==> src/rtl/regs_wb_arbiter_pkg.sv <==
// Shared widths and requester encoding for the register-file writeback arbiter.
// Also used by any other block that arbitrates a shared port.
package regs_wb_arbiter_pkg;
  localparam int XLEN_WIDTH = 32;
  localparam int REG_ADDR   = 5;
  localparam int REG_COUNT  = 1 << REG_ADDR;
  localparam int IDX_W      = 3;

  typedef logic [IDX_W-1:0] req_idx_t;

  typedef enum logic [IDX_W-1:0] {
    REQ_ALU = 3'd0,
    REQ_LSU = 3'd1,
    REQ_MDU = 3'd2
  } req_id_e;
endpackage

==> src/rtl/regs_wb_arbiter_rr_arbiter.sv <==
// Round-robin picker: one-hot grant and index of the first request at or after ptr.
// The request vector is rotated so that the search always starts at bit 0.
module regs_wb_arbiter_rr_arbiter
  import regs_wb_arbiter_pkg::*;
#(
  parameter int NUM_REQ = 3
) (
  input  logic               en,
  input  logic [NUM_REQ-1:0] req,
  input  req_idx_t           ptr,
  output logic [NUM_REQ-1:0] grant,
  output req_idx_t           idx,
  output logic               any
);

  logic [2*NUM_REQ-1:0] dbl;
  logic [NUM_REQ-1:0]   rot;
  logic                 found;
  int                   off;
  int                   sum;

  always_comb begin
    dbl   = {req, req};
    rot   = NUM_REQ'(dbl >> ptr);
    found = 1'b0;
    off   = 0;
    // Descending scan leaves the lowest rotated position, i.e. the nearest to ptr.
    for (int i = NUM_REQ - 1; i >= 0; i--) begin
      if (rot[i]) begin
        found = 1'b1;
        off   = i;
      end
    end
    sum = int'(ptr) + off;
    if (sum >= NUM_REQ) sum = sum - NUM_REQ;
    any   = found && en;
    idx   = any ? req_idx_t'(sum) : '0;
    grant = any ? (NUM_REQ'(1) << idx) : '0;
  end

endmodule

==> src/rtl/regs_wb_arbiter.sv <==
// Shares the register file write port among NUM_REQ writeback sources through a
// one-deep registered write slot, with read bypass and a contention counter.
module regs_wb_arbiter
  import regs_wb_arbiter_pkg::*;
#(
  parameter int NUM_REQ = 3,
  parameter int XLEN    = XLEN_WIDTH,
  parameter int ADDR_W  = REG_ADDR,
  parameter int CNT_W   = 16
) (
  input  logic                      clk,
  input  logic                      rst,
  input  logic                      stall,
  input  logic [NUM_REQ-1:0]        req_valid,
  output logic [NUM_REQ-1:0]        req_ready,
  input  logic [NUM_REQ*ADDR_W-1:0] req_addr,
  input  logic [NUM_REQ*XLEN-1:0]   req_data,
  output logic                      write_en,
  output logic [ADDR_W-1:0]         write_addr,
  output logic [XLEN-1:0]           write_data,
  output logic [2:0]                grant_id,
  input  logic [ADDR_W-1:0]         byp_addr1,
  input  logic [ADDR_W-1:0]         byp_addr2,
  output logic                      byp_hit1,
  output logic                      byp_hit2,
  output logic [CNT_W-1:0]          conflict_cnt
);

  function automatic logic [3:0] popcount(input logic [NUM_REQ-1:0] v);
    logic [3:0] c;
    c = '0;
    for (int i = 0; i < NUM_REQ; i++) c = c + {3'b000, v[i]};
    return c;
  endfunction

  function automatic logic [CNT_W-1:0] sat_inc(input logic [CNT_W-1:0] c);
    return (&c) ? c : c + 1'b1;
  endfunction

  req_idx_t            rr_ptr;
  req_idx_t            gnt_idx;
  logic                gnt_any;
  logic                arb_en;
  logic [ADDR_W-1:0]   sel_addr;
  logic [XLEN-1:0]     sel_data;

  assign arb_en = !stall && !rst;

  regs_wb_arbiter_rr_arbiter #(.NUM_REQ(NUM_REQ)) u_rr (
    .en    (arb_en),
    .req   (req_valid),
    .ptr   (rr_ptr),
    .grant (req_ready),
    .idx   (gnt_idx),
    .any   (gnt_any)
  );

  always_comb begin
    sel_addr = '0;
    sel_data = '0;
    for (int i = 0; i < NUM_REQ; i++) begin
      if (req_ready[i]) begin
        sel_addr = req_addr[i*ADDR_W +: ADDR_W];
        sel_data = req_data[i*XLEN +: XLEN];
      end
    end
  end

  // Write slot: handshake cycle -> write_en high next cycle
  always_ff @(posedge clk) begin
    if (rst) begin
      write_en     <= 1'b0;
      write_addr   <= '0;
      write_data   <= '0;
      grant_id     <= REQ_ALU;
      rr_ptr       <= '0;
      conflict_cnt <= '0;
    end else begin
      if (gnt_any) begin
        // Writes to x0 complete the handshake but never reach the array.
        write_en   <= (sel_addr != '0);
        write_addr <= sel_addr;
        write_data <= sel_data;
        grant_id   <= gnt_idx;
        rr_ptr     <= (gnt_idx == req_idx_t'(NUM_REQ - 1)) ? '0 : gnt_idx + 1'b1;
      end else begin
        write_en <= 1'b0;
      end
      if (popcount(req_valid) >= 4'd2) conflict_cnt <= sat_inc(conflict_cnt);
    end
  end

  assign byp_hit1 = write_en && (write_addr == byp_addr1) && (byp_addr1 != '0);
  assign byp_hit2 = write_en && (write_addr == byp_addr2) && (byp_addr2 != '0);

endmodule
==> config.mk <==
export PLATFORM = sky130hd
export DESIGN_NAME = regs_wb_arbiter
export DESIGN_NICKNAME = d
export VERILOG_FILES = /design/src/rtl/regs_wb_arbiter_pkg.sv /design/src/rtl/regs_wb_arbiter_rr_arbiter.sv /design/src/rtl/regs_wb_arbiter.sv
export SDC_FILE = /design/constraint.sdc
export NUM_CORES = 1
export LEC_CHECK = 0
export CAP_MARGIN = 20
export CORE_MARGIN = 10
export CORE_UTILIZATION = 38
export DETAILED_ROUTE_END_ITERATION = 12
export GPL_TIMING_DRIVEN = 0
export PLACE_DENSITY = 0.78
export SLEW_MARGIN = 20
export SYNTH_ARGS = -nofsm -noshare
export SYNTH_HDL_FRONTEND = slang
export SYNTH_SLANG_ARGS = --single-unit
==> constraint.sdc <==
create_clock -name clk -period 7.6 [get_ports clk]
set_clock_uncertainty 0.1 [all_clocks]
set_input_delay 1.52 -clock clk [delete_from_list [all_inputs] [get_ports clk]]
set_output_delay 1.52 -clock clk [all_outputs]
set_load 0.01 [all_outputs]
# Word level (Yosys, flattened, before mapping)
# Index checks and enable logic that the tools add are counted.
# Widths: inputs -> output; s select.
# word_totals
reg_bits	60
output_inout_bits	62
wordCells	51
# classes
addsub	6
n_lt_le_gt_ge	2
eq_ne	3
shifts	2
muxes	16
n_bitwise	2
reduce_logical	14
# op_table
op	count
$mux 32	3
$add 16x1->16 const B	1
$reduce_and 16->1	1
$mux 5	3
$reduce_bool 5->1	3
$mux 3	4
$eq 5x5->1	2
$logic_and 1x1->1	6
$mux 2	3
$shr 6x3->3	1
$add 3x2->4	1
$ge 4x2->1 const B	1
$add 2x1->3	1
$add 3x1->3 const B	1
$eq 3x2->1 const B	1
$ge 3x2->1 const B	1
$mux 1	3
$shl 1x3->3 const A	1
$sub 3x3->3 const B	1
$add 1x1->2	1
$logic_not 1->1	2
$not 1->1	2
$reduce_and 2->1	1
$reduce_or 2->1	1

# Depth between registers and ports, before layout
# Gate-level depths: netlist (run 1).
# logic_depth
word_depth	14
mapped_depth	20

# Modules after synthesis
# Synthesis (run 1) repeated with hierarchy kept, for this count alone.
# unflattened
hier_cells	438
area_unflattened_um2	3786.1
# modules_own_cells
module	instances	cells_each	area_per_inst_um2	seq_area_each_um2
regs_wb_arbiter	1	380	3342.0	1201.2
regs_wb_arbiter_rr_arbiter	1	58	444.2	0.0

# Least setup slack after synthesis (run 1)
# OpenSTA, ideal clock, no wires.
# synth_path
path_type	input -> output
from	input port req_valid[1]
to	output port req_ready[1]
t_arrival_ns	4.827
t_required_ns	5.980
path_slack_ns	1.153
stages	15
n_path_buf	3
cell_sequence	or3_1 a311o_1 o31ai_1 ha_1 inv_1 fa_1 buf_2 inv_1 ha_1 or2_2 o32ai_1 a221o_1 buf_2 buf_2 and3_1
# synth_between
elab_chain_cells	10
# synth_lines
item	line_no	source
from (decl)	regs_wb_arbiter.sv:14	input logic [NUM_REQ-1:0] req_valid,
$shr 6x3->3 *	regs_wb_arbiter_rr_arbiter.sv:24	rot = NUM_REQ'(dbl >> ptr);
$mux 2 (3 in a row)	regs_wb_arbiter_rr_arbiter.sv:29	if (rot[i]) begin
$add 3x2->4	regs_wb_arbiter_rr_arbiter.sv:34	sum = int'(ptr) + off;
$ge 4x2->1 or $sub 3x3->3 (tied branches)	regs_wb_arbiter_rr_arbiter.sv:35	if (sum >= NUM_REQ) sum = sum - NUM_REQ;
$mux 3	regs_wb_arbiter_rr_arbiter.sv:35	
$mux 3	regs_wb_arbiter_rr_arbiter.sv:37	idx = any ? req_idx_t'(sum) : '0;
$shl 1x3->3	regs_wb_arbiter_rr_arbiter.sv:38	grant = any ? (NUM_REQ'(1) << idx) : '0;
$mux 3 *	regs_wb_arbiter_rr_arbiter.sv:38	
to (decl)	regs_wb_arbiter.sv:15	output logic [NUM_REQ-1:0] req_ready,
# Every way passes the cells marked *; elsewhere a longest branch is shown, timed or not.

# Final worst setup path (run 1)
# layout_path
from	input port req_valid[2]
to	output port req_ready[0]
# The elaborated chain is that of the path after synthesis.

==> results of run 1 <==
==> logic make-up (layout without fill, tap and decap cells) <==
family	count (synthesis)	in the layout	synth area share, %
AND/OR/NAND/NOR	140	140	20.3
AO/OA/AOI/OAI	147	147	28.8
adder cells (fa/ha/maj)	6	6	2.31
buffers and inverters	49	253	5.72
flip-flops	60	60	33.7
XOR/XNOR	22	22	5.40
multiplexers	13	13	3.86
==> worst min-delay path: stages, from the launching register on <==
cell     delay (ns)
dfxtp_1        0.31
nand2_1        0.05
a21oi_1        0.05
==> metrics by stage <==
stage	power, mW	cell area (sq um)	instances	TNS (ns)	util, %
after floorplan	0.864	3570	437	0	-
after global placement	1.19	5580	735	-0.796	60.7
after detailed placement	1.21	5580	735	-1.28	60.7
after CTS	1.58	5850	752	0	63.6
after global routing	1.67	5880	752	0	64.0
final	1.58	5880	752	0	64.0
==> where the power goes <==
part / switching (mW) / internal, mW
clock network: 0.134 / 0.219
registers: 0.0499 / 0.387
logic: 0.413 / 0.380
total: 0.597 / 0.986
==> flip-flops by register name, summed over array words and instances (netlist names) <==
name and count:
rr_ptr 3, write_data 32, grant_id 3, write_en 1, write_addr 5, conflict_cnt 16
==> timing repair <==
item / 4_1_cts / 5_1_grt
pin swaps: 3 / 0
buffers inserted: 2 / 0
endpoints found under the setup margin: 3 / 3
hold buffers: 0 / 0
gates resized for setup: 10 / 6
==> routing by layer <==
layer  up-vias  global-route usage, %  wire, um
li1       2040                      -         -
met1      2009                   25.2      6150
met2       192                   33.6      7060
met3        21                   5.91      1430
met4         0                   5.93       232
met5         -                      0         0
==> cells in the final DEF (no fill, tap or decap), types with 4 or more instances in the layout <==
cell type and n:
nor3_1 8, nand3_1 39, inv_1 15, a221o_1 33
xor2_1 9, clkbuf_1 20, and3_1 8, nand4_1 9
o31ai_1 6, clkbuf_8 9, o21ai_0 38, nor2_1 28
xnor2_1 13, buf_2 9, ha_1 4, buf_4 5
mux2i_1 7, nand2_1 22, clkdlybuf4s50_1 183, mux2_2 6
nor4_1 4, o21ai_1 5, a21oi_1 42, dfxtp_1 60
==> final cells by class <==
class                           count  area, sq um  area share [%]
Buffer                             33          161            2.74
Clock inverter                      6          113            1.91
Timing Repair Buffer              189         1890            32.1
Inverter                           15         56.3           0.957
Sequential cell                    60         1200            20.4
Clock buffer                       10          128            2.17
Tap cell                          111          139            2.36
Multi-Input combinational cell    328         2190            37.3
==> how the worst max path moves through the flow <==
stage | from | endpoint | slack [ns] | cells after the start
6_report | req_valid[2] | req_ready[0] | 0.22 | 18
5_1_grt | req_valid[2] | req_ready[0] | 0.006 | 18
4_1_cts | req_valid[1] | req_ready[0] | 0.01 | 17
3_5_place_dp | req_valid[2] | req_ready[0] | -0.55 | 17
3_3_place_gp | req_valid[2] | req_ready[0] | -0.38 | 17
2_1_floorplan | req_valid[1] | req_ready[1] | 1.15 | 15
==> metrics.md, run 1 <==
| Metric | Value |
|---|---|
| PD cells | 269 nW/um^2 |
| Worst setup EP type | output pin |
| Peak supply drop | 0.132 mV |
| Worst path arrival time | 5.76 ns |
| CP Cell Sequence | dlygate4sd2_1 -> inv_1 -> or3_1 -> a311o_1 -> o31ai_1 -> ha_2 -> inv_1 -> fa_1 -> buf_4 -> inv_1 -> ha_1 -> buf_2 -> inv_1 -> nand3_1 -> and2_2 -> nor3_4 -> buf_6 -> clkdlybuf4s50_1 |
| Post-synthesis cell type count | 53 |
| Crit path largest cell delay | 0.55 ns |
| CTS tree | built |
| Initial core utilization | 38.8% |
| Die height | 117 um |
| Startpoint Class | primary input |
| Port bufs | 187 |
| Reg2reg start | rr_ptr[1] |
| Area share of the largest cell type after synthesis | 33.7% |
| CTS H-tree lvls | 3 |
| Mapped Area | 3570 sq um |
| Tcrit/Tclk final | 97.1% |
| I/O Pins | 189 |
| RSZ-0062 raised after global routing | false |
| Final worst path period need | 7.38 ns |
| Critical path's slowest cell | clkdlybuf4s50_1 |
| Vias | 4,262 |
| Total track usage | 20.4% |
| Total grt overflow | 0 |
| DIE WIDTH | 117 um |
| Drt total wl | 14,900 um |
| Top post-synthesis cells by area | dfxtp_1, a221o_1, a21oi_1 |
| Worst-Margin Slew | 0.968 ns |
| Vias in the first global route | 4,253 |
| Antenna violation net count after detailed routing | 0 |
| YS warnings | 0 |
| DR vias/cell | 5.67 |
| Crit path buf inv count | 9 |
| Avg Cell Area, Syn | 8.17 sq um |
| CTS Buf Count | 9 |
| Antenna fix cells | 0 |
| Filler cell count | 795 |
| Syn_nets | 570 |
| Final Hold Viols | 0 |
| Reg2reg end | write_data[26] |
| Top_reg_cell synth | dfxtp_1 |
| # rows | 35 |
| Nets | 769 |
| # DRC | 0 |
| Reg2reg path depth | 17 |
| Clk root buf | clkbuf_8 |
| Leakage power | 2.13 nW |
| Hold_ws | 0.364 ns |
| Hold endpoint | grant_id[1] |
| Max-cap violations | 0 |
| Wire per inst | 19.8 um |
| Crit path top cell by count | inv_1 |
| Top Family by Delay on Critical Path | buffers and inverters |
| Die area | 13,700 sq um |
| FF+latch count, synth | 60 |
| Post-Syn Instances | 437 |
| GP Congestion | 0.893 |
| CTS Buffer Depth | 2 |
| Post-synth ARST share | 0% |
| Hold Path Depth | 2 |
| EDFF count, synth | 0 |
| Clock slew at reported path FFs | 0.07 ns |
| Core area | 9200 sq um |
| Dominant cell type by area after synthesis | dfxtp_1 |
| DP HPWL | 11,200 um |
| Most frequent cell after synthesis | dfxtp_1 |
| Pre-CTS setup slack | -0.546 ns |
| CP Max Fanout | 10 |
| Max Slew Vio Count | 0 |
| Area grow syn2layout | 64.8% |
| Share of cells above drive strength 1 | 7.96% |
| Sink Count | 60 |
| Initial drt markers | 450 |
| Kind of critical path | in -> out |
| Status | completed |
| Seq/Total Area, Yosys | 33.7% |
| Worst-skew pair later-pin latency | 0.33 ns |
| Initial antenna violation count | 0 |
| Largest net degree at the start of global routing | 12 |
| First-pass GRT wire length | 22,400 um |
| CP Data Required Time | 5.98 ns |
| Slew margin rel. | 35.2% |
| Setup ws final | 0.219 ns |
| Drt pass-1 iters | 5 |
| Hold_sp | grant_id[1] |
| Top cells by count, synth | dfxtp_1, a21oi_1, nand3_1 |
| Final Setup Violations | 0 |
| Max Fclk | 135 MHz |
| HP Class | reg -> reg |
| R2r setup slk | 3.03 ns |
Power figures use the tool's default switching activity.
==> run 2, diff against run 1 <==
--- a/config.mk
+++ b/config.mk
@@ -8,6 +8,7 @@
 export CAP_MARGIN = 20
 export CORE_MARGIN = 10
 export CORE_UTILIZATION = 38
+export CTS_CLUSTER_DIAMETER = 50
 export DETAILED_ROUTE_END_ITERATION = 12
 export GPL_TIMING_DRIVEN = 0
 export PLACE_DENSITY = 0.78
==> results of run 2 <==
Same layout as run 1: the final DEF is identical, and so are final timing and power.
